`config.mk`:
```
export PLATFORM = sky130hd
export DESIGN_NAME = ctrl_regseq
export DESIGN_NICKNAME = d
export VERILOG_FILES = /design/src/rtl/ctrl_pkg.sv /design/src/rtl/ctrl_phasecnt.sv /design/src/rtl/ctrl_regseq.sv
export SDC_FILE = /design/constraint.sdc
export NUM_CORES = 1
export LEC_CHECK = 0
export ABC_AREA = 1
export BUFFER_PORTS_ARGS = -buffer_cell sky130_fd_sc_hd__buf_2
export CORE_MARGIN = 10
export CORE_UTILIZATION = 50
export CTS_BUF_LIST = sky130_fd_sc_hd__clkbuf_2
export CTS_CLUSTER_DIAMETER = 100
export DETAILED_ROUTE_END_ITERATION = 8
export GPL_TIMING_DRIVEN = 0
export PLACE_DENSITY = 0.73
export SLEW_MARGIN = 15
export SYNTH_ARGS = -nofsm -noshare
export SYNTH_HDL_FRONTEND = slang
export SYNTH_HIERARCHICAL = 1
export SYNTH_SLANG_ARGS = --single-unit
```
`constraint.sdc`:
```
create_clock -name clk -period 2.5 [get_ports clk]
set_clock_uncertainty 0.2 [all_clocks]
set_input_delay 0.75 -clock clk [delete_from_list [all_inputs] [get_ports clk]]
set_output_delay 0.75 -clock clk [all_outputs]
set_load 0.1 [all_outputs]
```
`src/rtl/ctrl_pkg.sv`:
```
// rtl/ctrl_pkg.sv - shared SRC controller types and register-file address width
package ctrl_pkg;

   localparam int CTRL_WIDTH = 3;

   typedef enum logic [1:0] {
      ST_IDLE = 2'd0,
      ST_INIT = 2'd1,
      ST_LOAD = 2'd2
   } state_t;

endpackage

```
`src/rtl/ctrl_phasecnt.sv`:
```
// rtl/ctrl_phasecnt.sv - loadable up/down phase counter with terminal-step flag
module ctrl_phasecnt #(
   parameter int WIDTH = 3
) (
   input  logic             clk,
   input  logic             rst,
   input  logic             load,
   input  logic             step,
   input  logic             up,
   input  logic [WIDTH-1:0] load_val,
   input  logic [WIDTH-1:0] last_val,
   output logic [WIDTH-1:0] cnt,
   output logic [WIDTH-1:0] cnt_nxt,
   output logic             last
);

   // cnt_nxt is exposed so the owner can register outputs that track the counter
   always_comb begin
      cnt_nxt = cnt;
      if (load)
         cnt_nxt = load_val;
      else if (step)
         cnt_nxt = up ? cnt + WIDTH'(1) : cnt - WIDTH'(1);
   end

   always_ff @(posedge clk) begin
      if (rst)
         cnt <= '0;
      else
         cnt <= cnt_nxt;
   end

   assign last = up ? (cnt == last_val) : (cnt == '0);

endmodule

```
`src/rtl/ctrl_regseq.sv`:
```
// rtl/ctrl_regseq.sv - register-file sequencer: turns sample events into INIT/LOAD address phases
module ctrl_regseq
   import ctrl_pkg::*;
#(
   parameter int WIDTH = CTRL_WIDTH,
   parameter int NREG  = 2**WIDTH
) (
   input  logic             clk,
   input  logic             rst,
   input  logic             en,
   input  logic             smp_in,
   input  logic             smp_req,
   output logic             en_init,
   output logic             en_load,
   output logic             new_smp,
   output logic             out_smp,
   output logic [WIDTH-1:0] result_reg,
   output logic [WIDTH-1:0] error_reg,
   output logic             busy,
   output logic             out_vld,
   output logic             overrun
);

   localparam logic [WIDTH-1:0] LAST = WIDTH'(NREG - 1);

   state_t           state;
   state_t           st_nxt;
   logic             pend_in;
   logic             pend_out;
   logic             want_in;
   logic             want_out;
   logic             start_init;
   logic             start_load;
   logic             cnt_load;
   logic             cnt_step;
   logic             cnt_last;
   logic [WIDTH-1:0] cnt;
   logic [WIDTH-1:0] cnt_nxt;
   logic [WIDTH-1:0] load_val;
   logic [WIDTH-1:0] err_nxt;

   assign want_in  = pend_in | smp_in;
   assign want_out = pend_out | smp_req;
   assign cnt_load = start_init | start_load;
   assign cnt_step = en && (state != ST_IDLE);

   ctrl_phasecnt #(.WIDTH(WIDTH)) u_cnt (
      .clk      (clk),
      .rst      (rst),
      .load     (cnt_load),
      .step     (cnt_step),
      .up       (state == ST_LOAD),
      .load_val (load_val),
      .last_val (LAST),
      .cnt      (cnt),
      .cnt_nxt  (cnt_nxt),
      .last     (cnt_last)
   );

   // Decision point is idle or the final step of a phase; INIT wins so LOAD sees the freshest buffer
   always_comb begin
      st_nxt     = state;
      start_init = 1'b0;
      start_load = 1'b0;
      load_val   = '0;
      if (en && (state == ST_IDLE || cnt_last)) begin
         if (want_in) begin
            st_nxt     = ST_INIT;
            start_init = 1'b1;
            load_val   = LAST;
         end else if (want_out) begin
            st_nxt     = ST_LOAD;
            start_load = 1'b1;
         end else begin
            st_nxt = ST_IDLE;
         end
      end
   end

   always_ff @(posedge clk) begin
      if (rst) begin
         state    <= ST_IDLE;
         pend_in  <= 1'b0;
         pend_out <= 1'b0;
         overrun  <= 1'b0;
      end else begin
         state    <= st_nxt;
         // a starting phase consumes one request; a second one stays pending
         pend_in  <= start_init ? (pend_in & smp_in) : want_in;
         pend_out <= start_load ? (pend_out & smp_req) : want_out;
         if ((pend_in & smp_in & ~start_init) | (pend_out & smp_req & ~start_load))
            overrun <= 1'b1;
      end
   end

   always_comb begin
      err_nxt = '0;
      if (st_nxt == ST_LOAD)
         err_nxt = cnt_nxt;
      else if (st_nxt == ST_INIT && cnt_nxt != '0)
         err_nxt = cnt_nxt - WIDTH'(1);
   end

   // Outputs are registered from the next state/count so they line up with the phase cycle
   always_ff @(posedge clk) begin
      if (rst) begin
         en_init    <= 1'b0;
         en_load    <= 1'b0;
         new_smp    <= 1'b0;
         out_smp    <= 1'b0;
         busy       <= 1'b0;
         out_vld    <= 1'b0;
         result_reg <= '0;
         error_reg  <= '0;
      end else begin
         en_init    <= (st_nxt == ST_INIT);
         en_load    <= (st_nxt == ST_LOAD);
         new_smp    <= (st_nxt == ST_INIT) && (cnt_nxt == '0);
         out_smp    <= (st_nxt == ST_LOAD) && (cnt_nxt == LAST);
         busy       <= (st_nxt != ST_IDLE);
         out_vld    <= en & out_smp;
         result_reg <= (st_nxt == ST_IDLE) ? '0 : cnt_nxt;
         error_reg  <= err_nxt;
      end
   end

endmodule
```
==> reports/results.ini, run 1 <==
[place]
detailedPlace.worstSlack_ns = -0.278
postPlaceCellArea_sq_um = 1090
globalplace.congestion = 0.792
dp_cells = 179
port_buffers = 17
dp.final_hpwl_mm = 1.51

[critical_path]
crit_family = simple AND/OR/NAND/NOR gates
worstPathArrival_ns = 2.53
cp-end-kind = flop
path_common_cell = inv_2
reg2reg_depth = 20
crit_buf_inv = 5
startpoint_type = flop
cp_max_fo = 4
path_depth = 20
path_class = reg -> reg
cpPeakStageDelay_ns = 0.39
required_ns = 2.53
crit_chain = nor2_4, inv_2, o21ai_2, nand3_1, a21oi_2, inv_2, o21ai_4, nand3_2, nand2_2, inv_2, o211ai_1, o21a_1, inv_2, inv_4, ha_4, nand2_4, nand2_4, nor2_4, nor2_1, nor2_1
critPathSlowestCell = dfxtp_4

[floorplan]
core_area_sq_um = 1760
rows = 15
dieWidth_microns = 63.7
pin_count = 18
fp.dieH_microns = 63.7
die-area_sq_um = 4060
start_util = 0.542

[synth]
ys.flop_type = dfxtp_1
synthTopCellsByArea = dfxtp_1, nand2_1, inv_1
ys_ff_latch = 20
yosysMostFrequentCell = nand2_1
synthSimpleGateAreaFrac = 0.291
syn_inst = 134
synth_seq_area_share = 0.419
syn_area_per_cell_sq_um = 7.13
synth-compound-area-share = 0.0982
ys_warn_count = 6
synth_top_family_by_area = simple AND/OR/NAND/NOR gates
synth_fa_ha_area_frac = 0.0602
yosys.area.top_type = dfxtp_1
synth_xor_area_frac = 0.0183
synth_common_cells = nand2_1, inv_1, dfxtp_1, nor2_1
synthArstFlopShare = 0
synth_edf_count = 0
synth_cell_types = 24
synthesis.area_sq_um = 956
synth_mux_area_frac = 0
synth.top_cell.area_share = 0.419

[cells_and_area]
area_growth_syn_to_layout_pct = 32.6
final_area_sq_um = 1270
final_cells = 191
final_nets = 177
utilization = 0.718
insertedDiodeCount = 0
drive_gt1_frac = 0.373

[timing]
setup_viol = 0
period_share = 0.998
slew_violations = 0
rsz0062_at_grt = yes
tns_ns = 0
fin_hold_ws_ns = 0.255
fin_crit_ns = 2.50
max_freq_mhz = 401
final_hold_viol_count = 0
fin_ws_ns = 0.00396

[clocking]
cts_tree = built
worst_skew_pair.late_latency_ns = 0.31
clk_pin_slew_ns = 0.16
cts_max_path_buffers = 2
cts_root_buffer = clkbuf_2
htreeDepth = 1
cts_sinks = 20
cts_inserted_buffers = 3

[grt]
grt_overflow_total = 0
grt_antenna_before_repair = 0
grt_pass1_wl_mm = 3.45
grt_pass1_vias = 853
grt_use_total = 0.102
grt_max_degree = 11

[min_path]
hold_path.class = reg -> reg
whs_path_depth = 2

[drt]
antenna_left = 0
vias = 886
drt_wl_total_mm = 2.14
drt_pass1_iterations = 4
drtIter0Drc = 15
wl_per_cell_microns = 11.2
via_per_inst = 4.64
drc = 0

[run]
maxCapViolCount = 0

[status]
status = finished, final reports clean

[power_and_ir_drop]
power_density_nw_per_um2 = 698
max-vdd-ir-drop_v = 0.000414
power_uw = 884
p_leak_nw = 0.694

-- layout make-up --
type	instances	area, sq um
multi-input combinational	89	556
fill	163	497
sequential	20	405
timing repair buffer	26	153
inverter	28	108
tap	25	31.3
clock buffer	3	15.0
-- worst min-delay path, stage by stage, from the launching register on --
cell and delay [ns]:
dfxtp_1 0.35, nand2_1 0.06, nor2_1 0.03
-- layer usage --
layer	share of wire	wire (microns)	global-route usage
met1	0.44	938	0.109
met2	0.52	1110	0.185
met5	0	0	0
met4	0.017	37	0.0492
met3	0.025	54	0.0194
-- where the power goes --
| part | internal (mW) | switching, mW |
|---|---|---|
| Sequential | 0.347 | 0.0147 |
| Combinational | 0.118 | 0.282 |
| Clock | 0.0327 | 0.0900 |
| Total | 0.498 | 0.387 |
-- cells by family (layout without fill, tap and decap cells) --
| logic type | Yosys count | after routing |
|---|---|---|
| AOI/OAI and AO/OA | 15 | 15 |
| buffers and inverters | 28 | 57 |
| xor gates and xnor gates | 2 | 2 |
| adders and majority gates | 4 | 4 |
| and+or+nand+nor | 64 | 64 |
| other | 1 | 4 |
| DFF | 20 | 20 |
-- layout by cell type, fill, tap and decap left out, types with 3 or more instances in the layout --
master,count
dfxtp_1,18
nand3_1,3
nand2_2,4
clkbuf_2,3
nor2_1,12
nand3_2,3
buf_4,9
buf_2,17
inv_2,8
conb_1,4
a21oi_1,4
nand2_1,32
nor2_4,3
inv_1,19
-- path summary, 6_finish.rpt --
kind,from,end,slack [ns]
setup / recovery,state[0],error_reg[0],0.004
hold / removal,out_smp,out_vld,0.26
setup reg to reg,state[0],error_reg[0],0.004
hold reg to reg,out_smp,out_vld,0.26
-- repair_timing --
| action | CTS | global route |
|---|---|---|
| endpoints found under the setup margin | 5 | 5 |
| hold buffers | 0 | 0 |
| buffers inserted | 6 | 3 |
| pin swaps | 12 | 12 |
| gates resized for setup | 14 | 17 |
(Power assumes the default switching activity.)
==> inputs of run 2 (changes only) <==
--- a/config.mk
+++ b/config.mk
@@ -13,9 +13,8 @@
 export CTS_CLUSTER_DIAMETER = 100
 export DETAILED_ROUTE_END_ITERATION = 8
 export GPL_TIMING_DRIVEN = 0
-export PLACE_DENSITY = 0.73
+export PLACE_DENSITY = 0.74
 export SLEW_MARGIN = 15
 export SYNTH_ARGS = -nofsm -noshare
 export SYNTH_HDL_FRONTEND = slang
-export SYNTH_HIERARCHICAL = 1
 export SYNTH_SLANG_ARGS = --single-unit
==> constraint.sdc (replaced) <==
create_clock -name clk -period 2.2 [get_ports clk]
set_clock_uncertainty 0.2 [all_clocks]
set_input_delay 0.66 -clock clk [delete_from_list [all_inputs] [get_ports clk]]
set_output_delay 0.66 -clock clk [all_outputs]
set_load 0.1 [all_outputs]
==> reports/results.ini, run 2 <==
[critical_path]
cp_max_fo = 6
path_depth = 11
worstPathArrival_ns = 2.04
crit_end = error_reg[0]
startpoint_type = primary input
r2r-end = error_reg[0]
reg2reg_depth = 10
required_ns = 2.22
r2r_setup_slack_ns = 0.18
cp-end-kind = flop
reg2reg_from = state[0]
crit_chain = buf_2, or2_1, nor2_1, nand3_2, nand2_1, nand2_2, inv_2, ha_1, nand3_2, nand3_1, nand2_1
crit_family = simple AND/OR/NAND/NOR gates
path_class = in -> reg
critPathSlowestCell = or2_1
worstSetupStartpoint = smp_in
crit_buf_inv = 2
cpPeakStageDelay_ns = 0.28

[cells_and_area]
drive_gt1_frac = 0.297
most-common-layout-cells = nand2_1, dfxtp_1, nor2_1, buf_2, inv_1
final_common_cell = nand2_1
area_growth_syn_to_layout_pct = 17.1
final_nets = 147
utilization = 0.612
insertedDiodeCount = 0

[timing]
max-slew-margin-rel = 0.672
setup_viol = 0
period_share = 0.922
rsz0062_at_grt = no
max_freq_mhz = 493
slew_violations = 0
fin_crit_ns = 2.03
final_hold_viol_count = 0
worstMarginPinSlew_ns = 0.495

[grt]
grt_pass1_vias = 708
grt_max_degree = 12
grt_use_total = 0.0938
grt_overflow_total = 0
grt_pass1_wl_mm = 3.11
grt_antenna_before_repair = 0

[place]
dp.final_hpwl_mm = 1.40
globalplace.congestion = 0.893
port_buffers = 16

[synth]
syn_area_per_cell_sq_um = 7.62
yosysMostFrequentCell = nand2_1
synth_edf_count = 0
ys_ff_latch = 20
synth_cell_types = 21
ys.flop_type = dfxtp_1
syn_inst = 117
ys_warn_count = 0
synthArstFlopShare = 0
synth.top_cell.area_share = 0.449
synthTopCellsByArea = dfxtp_1, nand2_1, nor2_1
synth_seq_area_share = 0.449
synth_common_cells = nand2_1, dfxtp_1, nor2_1, inv_1, nand3_1
synthesis.area_sq_um = 892
syn-num-nets = 125
yosys.area.top_type = dfxtp_1

[drt]
antenna_left = 0
via_per_inst = 4.57
wl_per_cell_microns = 10.6
drc = 0
vias = 745
drt_wl_total_mm = 1.72
drt_pass1_iterations = 4
drtIter0Drc = 21

[power_and_ir_drop]
p_leak_nw = 0.580
power_density_nw_per_um2 = 936
power_uw = 978
max-vdd-ir-drop_v = 0.000688

[min_path]
hold_path.class = reg -> reg

[clocking]
hold_buffers = 0
cts_sinks = 20
worst_skew_pair.late_latency_ns = 0.29
clk_pin_slew_ns = 0.18
htreeDepth = 1
cts_root_buffer = clkbuf_2
cts_inserted_buffers = 3
cts_max_path_buffers = 2
cts_tree = built

[floorplan]
fp.dieH_microns = 62.2
die-area_sq_um = 3870
core_area_sq_um = 1710
dieWidth_microns = 62.2
pin_count = 18
start_util = 0.522
rows = 15

[status]
status = finished, final reports clean

[run]
maxCapViolCount = 0

-- run 2: report_power, final --
part / switching (mW) / total [mW] / internal (mW)
logic: 0.322 / 0.414 / 0.0914
registers: 0.0196 / 0.421 / 0.402
clock network: 0.103 / 0.143 / 0.0396
total: 0.445 / 0.978 / 0.533
-- run 2: cells by family after synthesis --
family                   Yosys count  share of synthesized area
adder cells (fa/ha/maj)            3                     0.0505
AND/OR/NAND/NOR                   64                      0.352
XOR/XNOR                           2                     0.0196
buffers and inverters             22                     0.0940
AO/OA/AOI/OAI                      6                     0.0351
flip-flops                        20                      0.449
-- run 2: per-stage QoR --
| stage | TNS, ns | instances | hold WS [ns] | cell area [sq um] | setup slack, ns |
|---|---|---|---|---|---|
| 2_1_floorplan | 0 | 117 | 0.330 | 892 | 0.103 |
| 3_3_place_gp | -0.493 | 158 | 0.224 | 1000 | -0.159 |
| 3_5_place_dp | -0.565 | 158 | 0.223 | 1000 | -0.181 |
| 4_1_cts | 0 | 162 | 0.249 | 1020 | 0.0645 |
| 5_1_grt | 0 | 163 | 0.262 | 1040 | 0.0247 |
| 6_report | 0 | 163 | 0.245 | 1040 | 0.172 |
-- run 2: worst min-delay path: stages (launching register included) --
cell and delay [ns]:
dfxtp_1 0.34, nand2_1 0.06, nor2_1 0.03
-- run 2: area by class of cell --
cell class | count | area, sq um
Clock buffer | 3 | 15.0
Buffer | 1 | 5.00
Timing Repair Buffer | 17 | 87.6
Inverter | 21 | 78.8
Multi-Input combinational cell | 75 | 419
Sequential cell | 20 | 404
Fill cell | 161 | 663
Tap cell | 25 | 31.3
Clock inverter | 1 | 3.75
-- run 2: worst min path at each step --
stage / startpoint / to / cells after the start
floorplan: pend_out / overrun / 4
global placement: out_smp / out_vld / 2
detailed placement: out_smp / out_vld / 2
CTS: out_smp / out_vld / 2
global route: out_smp / out_vld / 2
finish: out_smp / out_vld / 2
-- run 2: timing repair --
action / CTS / global route
setup endpoints to repair: 1 / 4
pin swaps: 0 / 0
buffers inserted: 0 / 1
gates resized for setup: 1 / 4
-- run 2: per-layer routing --
layer	up-vias	track usage	wire length (microns)
met4	0	0.0257	20
met3	4	0.0269	74
met5	-	0	0
met1	329	0.112	773
li1	396	-	-
met2	16	0.159	851
==> inputs of run 3 (changes only) <==
--- a/config.mk
+++ b/config.mk
@@ -8,12 +8,12 @@
 export ABC_AREA = 1
 export BUFFER_PORTS_ARGS = -buffer_cell sky130_fd_sc_hd__buf_2
 export CORE_MARGIN = 10
-export CORE_UTILIZATION = 50
+export CORE_UTILIZATION = 55
 export CTS_BUF_LIST = sky130_fd_sc_hd__clkbuf_2
 export CTS_CLUSTER_DIAMETER = 100
 export DETAILED_ROUTE_END_ITERATION = 8
 export GPL_TIMING_DRIVEN = 0
-export PLACE_DENSITY = 0.74
+export PLACE_DENSITY = 0.77
 export SLEW_MARGIN = 15
 export SYNTH_ARGS = -nofsm -noshare
 export SYNTH_HDL_FRONTEND = slang
==> constraint.sdc (replaced) <==
create_clock -name clk -period 2 [get_ports clk]
set_clock_uncertainty 0.2 [all_clocks]
set_input_delay 0.6 -clock clk [delete_from_list [all_inputs] [get_ports clk]]
set_output_delay 0.6 -clock clk [all_outputs]
set_load 0.1 [all_outputs]
==> reports/results.ini, run 3 (synthesis results as in run 2) <==
[status]
status = finished, final reports clean

[run]
maxCapViolCount = 0

[clocking]
clk_pin_slew_ns = 0.20
cts_tree = built
cts_sinks = 20
worst_skew_pair.late_latency_ns = 0.31
cts_root_buffer = clkbuf_2
cts_max_path_buffers = 2
hold_buffers = 0
htreeDepth = 1
cts_inserted_buffers = 3

[floorplan]
start_util = 0.585
rows = 14
fp.dieH_microns = 60.3
pin_count = 18
die-area_sq_um = 3630
dieWidth_microns = 60.3
core_area_sq_um = 1520

[critical_path]
crit_family = adder cells
crit_chain = inv_4, nand2_4, fa_2, a21oi_2, nand2_1, nand2_2, ha_4, inv_2, nand3_1, a21oi_1
cp-end-kind = flop
worstPathArrival_ns = 2.00
reg2reg_from = state[0]
critPathSlowestCell = fa_2
startpoint_type = flop
cp_max_fo = 4
path_class = reg -> reg
reg2reg_depth = 10
crit_buf_inv = 2
cpPeakStageDelay_ns = 0.53
r2r-end = error_reg[2]
required_ns = 2.06
r2r_setup_slack_ns = 0.06

[cells_and_area]
most-common-layout-cells = nand2_1, buf_2, dfxtp_1, nor2_1, inv_1
area_growth_syn_to_layout_pct = 30.6
fillerInstances = 111
final_nets = 149
final_common_cell = nand2_1
regArea_sq_um = 409
multi_input_area_sq_um = 499
insertedDiodeCount = 0
utilization = 0.764
drive_gt1_frac = 0.421

[grt]
grt_pass1_vias = 739
grt_max_degree = 13
grt_antenna_before_repair = 0
grt_overflow_total = 0
grt_use_total = 0.108
grt_pass1_wl_mm = 3.11

[power_and_ir_drop]
max-vdd-ir-drop_v = 0.000781
p_leak_nw = 0.616
power_mw = 1.30
power_density_nw_per_um2 = 1110

[drt]
drtIter0Drc = 17
vias = 770
wl_per_cell_microns = 12.2
via_per_inst = 4.94
drt_pass1_iterations = 4
drc = 0
antenna_left = 0
drt_wl_total_mm = 1.91

[timing]
worstMarginPinSlew_ns = 0.493
rsz0062_at_grt = yes
setup_viol = 0
fin_hold_ws_ns = 0.261
slew_violations = 0
max_freq_mhz = 516
final_hold_viol_count = 0
fin_crit_ns = 1.94
max-slew-margin-rel = 0.674
fin_ws_ns = 0.0635
period_share = 0.968

[place]
port_buffers = 16
dp.final_hpwl_mm = 1.44
globalplace.congestion = 0.824
detailedPlace.worstSlack_ns = -0.214

[min_path]
whs_path_depth = 2
hold_path.class = reg -> reg
hold_path_end = out_vld
min_from = out_smp

-- run 3: final cells by class --
class	count	area share
Multi-Input combinational cell	75	0.429
Sequential cell	20	0.351
Timing Repair Buffer	19	0.0881
Inverter	21	0.0720
Clock inverter	1	0.0258
Tap cell	16	0.0172
Clock buffer	3	0.0129
Buffer	1	0.00430
-- run 3: how the worst max path moves through the flow --
| stage | slack, ns | from | depth (start not counted) | endpoint |
|---|---|---|---|---|
| global route | -0.02 | state[0] | 10 | error_reg[1] |
| CTS | 0.001 | state[0] | 10 | error_reg[2] |
| floorplan | 0.02 | smp_in | 10 | error_reg[1] |
| finish | 0.06 | state[0] | 10 | error_reg[2] |
| detailed placement | -0.21 | smp_in | 11 | error_reg[1] |
| global placement | -0.21 | smp_in | 11 | error_reg[0] |
-- run 3: per-stage QoR --
stage               area [sq um]  instances  TNS [ns]
finish                      1160        156         0
global route                1160        156   -0.0197
CTS                         1080        154         0
global placement            1010        149    -0.879
detailed placement          1010        149    -0.922
floorplan                    915        117         0
-- run 3: layer usage --
layer  global-route usage  vias up  wire length, microns
met2                0.185       12                   989
met5                    0        -                     0
met4               0.0321        0                    16
met1                0.128      347                   859
met3               0.0254        3                    43
li1                     -      408                     -
-- run 3: worst reg2reg max path, cell delays in order (launching register included) --
cell and delay (ns):
dfxtp_4 0.39, inv_4 0.06, nand2_4 0.05, fa_2 0.53, a21oi_2 0.06, nand2_1 0.08
nand2_2 0.10, ha_4 0.18, inv_2 0.04, nand3_1 0.07, a21oi_1 0.14
-- run 3: repair_timing --
item / in CTS / in global routing
cloned: 0 / 0
gates resized for setup: 4 / 20
buffers inserted: 1 / 2
endpoints found under the setup margin: 6 / 7
pin swaps: 1 / 10
endpoints found under the hold margin: 0 / 0
-- run 3: power breakdown --
| part | leakage, nW | internal (mW) | total, mW | switching (mW) |
|---|---|---|---|---|
| logic | 0.423 | 0.139 | 0.533 | 0.395 |
| registers | 0.166 | 0.442 | 0.465 | 0.0227 |
| clock network | 0.0266 | 0.173 | 0.297 | 0.124 |
